[config.mk]
export PLATFORM = sky130hd
export DESIGN_NAME = pool_window_feeder
export DESIGN_NICKNAME = d
export VERILOG_FILES = /design/src/rtl/pool_window_feeder.sv
export SDC_FILE = /design/constraint.sdc
export NUM_CORES = 2
export LEC_CHECK = 0
export ABC_AREA = 0
export BUFFER_PORTS_ARGS = -buffer_cell sky130_fd_sc_hd__buf_2
export CORE_MARGIN = 3
export CORE_UTILIZATION = 40
export CTS_BUF_LIST = sky130_fd_sc_hd__clkbuf_4
export DETAILED_ROUTE_END_ITERATION = 10
export PLACE_DENSITY = 0.53
export SYNTH_ARGS = -nofsm -noshare
export SYNTH_HDL_FRONTEND = slang
export SYNTH_SLANG_ARGS = --single-unit
[constraint.sdc]
create_clock -name clk -period 11.7 [get_ports clk]
set_input_delay 0.585 -clock clk [delete_from_list [all_inputs] [get_ports clk]]
set_output_delay 0.585 -clock clk [all_outputs]
set_load 0.02 [all_outputs]
[src/rtl/pool_window_feeder.sv]
`default_nettype none
// ============================================================================
// Module   : pool_window_feeder
// Brief    : Buffers one K-row band of a raster feature-map stream and replays
//            each non-overlapping KxK window serially to a pooling unit.
//            Define POOL_FEED_PAD_EN to emit padded partial edge windows.
// Revision : 1.0
// ============================================================================
module pool_window_feeder #(
    parameter int DATA_WIDTH = 8,
    parameter int MAX_WIDTH  = 64,
    parameter int MAX_KERNEL = 3
) (
    input  logic                          clk,
    input  logic                          rst,
    input  logic [$clog2(MAX_WIDTH):0]    cfg_width,
    input  logic [15:0]                   cfg_height,
    input  logic [1:0]                    kernel_size,
    input  logic [1:0]                    pool_type,
    input  logic                          frame_start,
    input  logic                          in_valid,
    output logic                          in_ready,
    input  logic [DATA_WIDTH-1:0]         in_data,
    output logic                          pool_start,
    output logic                          pool_valid,
    output logic [DATA_WIDTH-1:0]         pool_data,
    input  logic                          pool_busy,
    input  logic                          pool_done,
    output logic                          busy,
    output logic                          frame_done
);

    localparam int CW = $clog2(MAX_WIDTH) + 1;
    localparam int AW = $clog2(MAX_WIDTH);
    localparam int KW = ($clog2(MAX_KERNEL + 1) < 2) ? 2 : $clog2(MAX_KERNEL + 1);
    localparam int RW = (MAX_KERNEL > 1) ? $clog2(MAX_KERNEL) : 1;
    localparam int XW = CW + KW + 2;

    localparam logic [2:0] c_S_IDLE  = 3'd0;
    localparam logic [2:0] c_S_FILL  = 3'd1;
    localparam logic [2:0] c_S_START = 3'd2;
    localparam logic [2:0] c_S_EMIT  = 3'd3;
    localparam logic [2:0] c_S_WAIT  = 3'd4;

    localparam logic [CW-1:0] c_W_MAX = CW'(MAX_WIDTH);
    localparam logic [KW-1:0] c_K2    = KW'(2);
    localparam logic [KW-1:0] c_K3    = KW'(3);

    logic [2:0]             r_state;
    logic [CW-1:0]          r_width;
    logic [KW-1:0]          r_k;
    logic [15:0]            r_rows_left;
    logic [CW-1:0]          r_col;
    logic [KW-1:0]          r_band_row;
    logic [CW-1:0]          r_wx;
    logic [KW-1:0]          r_ei;
    logic [KW-1:0]          r_ej;
    logic                   r_pool_start;
    logic                   r_pool_valid;
    logic [DATA_WIDTH-1:0]  r_pool_data;
    logic                   r_frame_done;
`ifdef POOL_FEED_PAD_EN
    logic [1:0]             r_pool_type;
    logic [KW-1:0]          r_valid_rows;
`endif

    logic [DATA_WIDTH-1:0]  r_buf [0:MAX_KERNEL-1][0:MAX_WIDTH-1];

    logic [CW-1:0]          w_cfg_width;
    logic [15:0]            w_cfg_height;
    logic                   w_accept;
    logic                   w_row_end;
    logic                   w_last_row;
    logic                   w_band_last;
    logic [16:0]            w_rows_avail;
    logic                   w_tail;
    logic                   w_band_done;
    logic                   w_store;
    logic [XW-1:0]          w_k_x;
    logic [XW-1:0]          w_w_x;
    logic [XW-1:0]          w_base_col;
    logic [XW-1:0]          w_rd_col;
    logic                   w_first_fits;
    logic                   w_next_fits;
    logic                   w_ej_last;
    logic                   w_ei_last;
    logic [DATA_WIDTH-1:0]  w_rd_sample;
    logic [DATA_WIDTH-1:0]  w_emit_data;
    logic                   w_unused;

    assign w_cfg_width  = (cfg_width > c_W_MAX) ? c_W_MAX :
                          ((cfg_width == '0) ? CW'(1) : cfg_width);
    assign w_cfg_height = (cfg_height == 16'd0) ? 16'd1 : cfg_height;

    assign w_accept    = (r_state == c_S_FILL) && in_valid;
    assign w_row_end   = (r_col == (r_width - CW'(1)));
    assign w_last_row  = (r_rows_left == 16'd1);
    assign w_band_last = (r_band_row == (r_k - KW'(1)));

    // Rows still to arrive, counted from the top of the current band.
    assign w_rows_avail = {1'b0, r_rows_left} + {{(17-KW){1'b0}}, r_band_row};
    assign w_tail       = (w_rows_avail < {{(17-KW){1'b0}}, r_k});

    assign w_k_x      = {{(XW-KW){1'b0}}, r_k};
    assign w_w_x      = {{(XW-CW){1'b0}}, r_width};
    assign w_base_col = {{(XW-CW){1'b0}}, r_wx} * w_k_x;
    assign w_rd_col   = w_base_col + {{(XW-KW){1'b0}}, r_ej};
    assign w_ej_last  = (r_ej == (r_k - KW'(1)));
    assign w_ei_last  = (r_ei == (r_k - KW'(1)));

    assign w_rd_sample = r_buf[r_ei[RW-1:0]][w_rd_col[AW-1:0]];

`ifdef POOL_FEED_PAD_EN
    logic                   w_is_pad;
    logic [DATA_WIDTH-1:0]  w_pad_val;

    // The last frame row closes the band early; missing rows become padding.
    assign w_band_done  = w_band_last || w_last_row;
    assign w_store      = 1'b1;
    assign w_first_fits = 1'b1;
    assign w_next_fits  = ((w_base_col + w_k_x) < w_w_x);
    assign w_pad_val    = (r_pool_type == 2'd0) ? {1'b1, {(DATA_WIDTH-1){1'b0}}} : '0;
    assign w_is_pad     = (r_ei >= r_valid_rows) || (w_rd_col >= w_w_x);
    assign w_emit_data  = w_is_pad ? w_pad_val : w_rd_sample;
`else
    assign w_band_done  = !w_tail && w_band_last;
    assign w_store      = !w_tail;
    assign w_first_fits = (w_k_x <= w_w_x);
    assign w_next_fits  = ((w_base_col + (w_k_x << 1)) <= w_w_x);
    assign w_emit_data  = w_rd_sample;
`endif

    assign w_unused = ^{pool_type, w_rd_col};

    always_ff @(posedge clk) begin
        if (w_accept && w_store) begin
            r_buf[r_band_row[RW-1:0]][r_col[AW-1:0]] <= in_data;
        end
    end

    always_ff @(posedge clk or posedge rst) begin
        if (rst) begin
            r_state      <= c_S_IDLE;
            r_width      <= '0;
            r_k          <= '0;
            r_rows_left  <= '0;
            r_col        <= '0;
            r_band_row   <= '0;
            r_wx         <= '0;
            r_ei         <= '0;
            r_ej         <= '0;
            r_pool_start <= 1'b0;
            r_pool_valid <= 1'b0;
            r_pool_data  <= '0;
            r_frame_done <= 1'b0;
`ifdef POOL_FEED_PAD_EN
            r_pool_type  <= '0;
            r_valid_rows <= '0;
`endif
        end else begin
            r_pool_start <= 1'b0;
            r_pool_valid <= 1'b0;
            r_frame_done <= 1'b0;
            case (r_state)
                c_S_IDLE: begin
                    if (frame_start) begin
                        r_width     <= w_cfg_width;
                        r_rows_left <= w_cfg_height;
                        r_k         <= (kernel_size == 2'b01) ? c_K3 : c_K2;
                        r_col       <= '0;
                        r_band_row  <= '0;
                        r_wx        <= '0;
                        r_ei        <= '0;
                        r_ej        <= '0;
`ifdef POOL_FEED_PAD_EN
                        r_pool_type <= pool_type;
`endif
                        r_state     <= c_S_FILL;
                    end
                end
                c_S_FILL: begin
                    if (in_valid) begin
                        if (w_row_end) begin
                            r_col       <= '0;
                            r_rows_left <= r_rows_left - 16'd1;
                            if (w_band_done) begin
                                r_band_row <= '0;
                                r_wx       <= '0;
`ifdef POOL_FEED_PAD_EN
                                r_valid_rows <= r_band_row + KW'(1);
`endif
                                if (w_first_fits) begin
                                    r_state <= c_S_START;
                                end else if (w_last_row) begin
                                    r_frame_done <= 1'b1;
                                    r_state      <= c_S_IDLE;
                                end
                            end else begin
                                r_band_row <= r_band_row + KW'(1);
                                if (w_last_row) begin
                                    r_frame_done <= 1'b1;
                                    r_state      <= c_S_IDLE;
                                end
                            end
                        end else begin
                            r_col <= r_col + CW'(1);
                        end
                    end
                end
                c_S_START: begin
                    if (!pool_busy) begin
                        r_pool_start <= 1'b1;
                        r_ei         <= '0;
                        r_ej         <= '0;
                        r_state      <= c_S_EMIT;
                    end
                end
                c_S_EMIT: begin
                    r_pool_valid <= 1'b1;
                    r_pool_data  <= w_emit_data;
                    if (w_ej_last) begin
                        r_ej <= '0;
                        if (w_ei_last) begin
                            r_ei    <= '0;
                            r_state <= c_S_WAIT;
                        end else begin
                            r_ei <= r_ei + KW'(1);
                        end
                    end else begin
                        r_ej <= r_ej + KW'(1);
                    end
                end
                c_S_WAIT: begin
                    if (pool_done) begin
                        if (w_next_fits) begin
                            r_wx    <= r_wx + CW'(1);
                            r_state <= c_S_START;
                        end else if (r_rows_left != 16'd0) begin
                            r_state <= c_S_FILL;
                        end else begin
                            r_frame_done <= 1'b1;
                            r_state      <= c_S_IDLE;
                        end
                    end
                end
                default: r_state <= c_S_IDLE;
            endcase
        end
    end

    assign in_ready   = (r_state == c_S_FILL);
    assign busy       = (r_state != c_S_IDLE);
    assign pool_start = r_pool_start;
    assign pool_valid = r_pool_valid;
    assign pool_data  = r_pool_data;
    assign frame_done = r_frame_done;

endmodule
`default_nettype wire

==> impl_metrics.tcl <==
set metrics [dict create \
    outcome "completed" \
    hold_path.startpoint "cfg_width[2]" \
    report.power.total_w 0.0155 \
    power.static_leakage_nw 23.8 \
    die_width_um 408 \
    cp_startpoint "r_k[0]" \
    vias_per_cell 5.58 \
    post_layout_net_count 4119 \
    postPlaceCellArea_mm2 0.0674 \
    io_buffer_count 51 \
    worst_setup_path_start_kind "register" \
    detail-route-antenna-nets 0 \
    antenna_found_initial 7 \
    synth_top_cells_by_count "edfxtp_1 (1,536), nor2_1 (344), mux4_2 (304), mux2i_1 (197), a21oi_1 (187)" \
    cts_tree "done" \
    synth_enable_flop_cells 1536 \
    gp_routability_congestion 0.794 \
    post-synth-top-area-cell "edfxtp_1" \
    coreArea_mm2 0.159 \
    arrival_time_of_data_at_the_critical_path_endpoint_ps 7190 \
    r2r-start "r_k[0]" \
    wl_per_cell_um 27.2 \
    asyncSetResetFlopFracSynth 0.0370 \
    row_count 146 \
    finalWirelength_um 177000 \
    grt_first_pass_wirelength_um 257000 \
    synth.area.top_cells "edfxtp_1 (71%), mux4_2 (11%), mux2i_1 (3.1%)" \
    placed_cells_incl_taps 5706 \
    vdd_ir_max_mv 0.160 \
    instances_no_fill 6485 \
    fill_cells 13900 \
    worst_pin_slew_ps 1210 \
    relSlewSlack 0.194 \
    timing_worst_setup_path_type "reg2reg" \
    timing.final.max_slew_violations 0 \
    hpwlAfterDp_um 102000 \
    yosysMostFrequentCell "edfxtp_1" \
    crit_path_time_final_ps 6110 \
    drt-initial-drc-count 3500 \
    tns_ps 0 \
    ctsRootBufferMaster "clkbuf_4" \
    data_required_time_at_the_worst_endpoint_ps 12780 \
    synth-simple-area-share 0.0481 \
    pin_count 54 \
    die_height_um 408 \
    synth_compound_gate_area_share 0.0487 \
    clk_pin_slew_ps 60 \
    synth.top_cell.area_share 0.714 \
    multi_input_area_mm2 0.0160 \
    synthDistinctLibCells 79 \
    drt_pre_antenna_iters 5 \
    initial_utilization 0.405 \
    largest_net_degree_at_the_start_of_global_routing 122 \
    timing.critical_path.fanout_max 20 \
    critical_path_end_type "register" \
    final.period_utilization 0.523 \
    post-route-cell-area_mm2 0.0732 \
    postSynthNetCount 3725 \
    grt_setup_unrepaired "no" \
    finalSetupViolations 0 \
    avgSynthCellArea_um2 17.7 \
    cts.htree.levels 5 \
    dr_total_vias 36200 \
    grt_overflow 0 \
    via_count_of_the_first_global_routing_pass 36600 \
    p_per_area_mw_per_mm2 212 \
    synth.yosys.seq_area_share 0.737 \
    yosys.area_share.adder 0.00705 \
    syn_inst 3650 \
    clkSinkCount 1595 \
    syn_to_final_growth_pct 13.3 \
    yosys.area_share.xor_xnor 0.00461 \
    main_combinational_cell_family_by_area_after_synthesis "multiplexers" \
    cts_buffers 425 \
    synth_area_mm2 0.0646 \
    number_of_synthesized_register_bits 1595 \
    remaining_drc_errors 0 \
    synthMuxAreaShare 0.138 \
    clk_latency_ps 1310 \
    path_type_of_the_worst_min_delay_path "in2reg" \
    seqCellArea_mm2 0.0476 \
    fin_skew_ps 134 \
    clk_path_buf_depth 4 \
    cts_post_setup_buffers_inserted 0 \
    max_freq_ghz 0.164 \
    fp.dieArea_mm2 0.166 \
    dominantRegCellSynth "edfxtp_1" \
    max_cap_viol_count 0 \
    final_hold_viol_count 0 \
    tot_gr_track_use 0.211 \
    proportion_of_layout_cells_with_a_drive_suffix_above_1 0.262 \
    synthesis_warnings 0 \
]
[critical path: stages (launching register included)]
cell and delay [ps]:
dfrtp_1 730, inv_1 300, nor2_1 170, ha_1 220
inv_1 80, fa_1 700, xnor2_2 840, buf_4 610
nor2_2 120, buf_4 270, o211ai_1 120, nand2_1 120
o31a_1 330, a2111oi_1 1040, nor4_1 220
[metrics by stage]
step,hold WS (ps),util,setup slack [ps]
floorplan,473,-,7110
global placement,516,0.423,5780
detailed placement,524,0.423,5770
CTS,4.19,0.459,5750
global route,55.7,0.459,5460
finish,168,0.459,5590
[power by group]
part	switching [W]	leakage, nW	internal (W)
clock network	0.00223	3.15	0.00259
registers	0.000174	14.5	0.00635
logic	0.00258	6.13	0.00162
total	0.00498	23.8	0.0106
[worst paths after layout]
| path | to | slack [ps] | cells past startpoint |
|---|---|---|---|
| max | pool_data[0] | 5590 | 14 |
| min | r_width[2] | 170 | 4 |
| min reg2reg | r_width[1] | 530 | 2 |
| min in group asynchronous | r_wx[0] | 650 | 5 |
| max in group asynchronous | r_ei[0] | 10380 | 5 |
| max reg2reg | pool_data[0] | 5590 | 14 |
[flip-flops by register name, indices dropped and copies added (netlist names), 2 cells and up]
register / count
r_rows_left: 16
r_wx: 7
r_ei: 2
pool_data: 8
r_state: 3
r_width: 7
r_band_row: 2
r_col: 7
r_buf: 1536
r_k: 2
r_ej: 2
[per-layer routing]
metal	track usage	share of wire	vias up
li1	-	-	15700
met2	0.326	0.47	1386
met4	0.0702	0.027	2
met1	0.301	0.44	18800
met5	0	0.000068	-
met3	0.0426	0.068	335
[logic make-up after synthesis]
group	Yosys count
buffers and inverters	256
adder cells (fa/ha/maj)	34
flip-flops	1595
AND/OR/NAND/NOR	704
multiplexers	511
AO/OA/AOI/OAI	516
XOR/XNOR	34
[cells in the final DEF (no fill, tap or decap), types with 7 or more instances in the layout]
cell type      Yosys  routed
o21ai_0          133     133
nor2_1           344     342
dlygate4sd3_1      0      57
xor2_1            24      23
a21oi_1          187     187
o211ai_1          32      32
mux2i_1          197     197
nor3_1            28      28
nand3_1           28      27
nand2_1          178     172
inv_1             38      36
nor4_1            14      14
buf_2             81      43
clkinv_1           1      56
diode_2            0      10
and2_1            15      16
xnor2_1           10       7
clkinv_2           0      12
ha_1              30      29
o22ai_1           23      23
dfrtp_1           59      57
a22oi_1           18      18
nand4_1           21      21
buf_4              5      71
a211oi_1          18      18
or3_1              7       7
o221ai_1           9       9
clkbuf_4           0     636
mux4_2           304     304
nand2b_1          19      17
edfxtp_1        1536    1536
a31oi_1           18      18
and3_1             9       9
mux2_2             9       9
buf_6              0       8
[what timing repair did]
item,4_1_cts,5_1_grt
gates resized for setup,0,0
hold endpoints to repair,731,0
hold buffers,57,0
[final cells by class]
cell class              instances  share of cell area
repair buffers                183              0.0203
clock inverters                76             0.00637
flip-flops and latches       1595               0.650
well taps                    2146              0.0367
clock buffers                 636              0.0652
diodes                         10            0.000342
inverters                      40             0.00208
multi-input cells            1799               0.219
No activity file was read; power rests on OpenSTA's default activity.
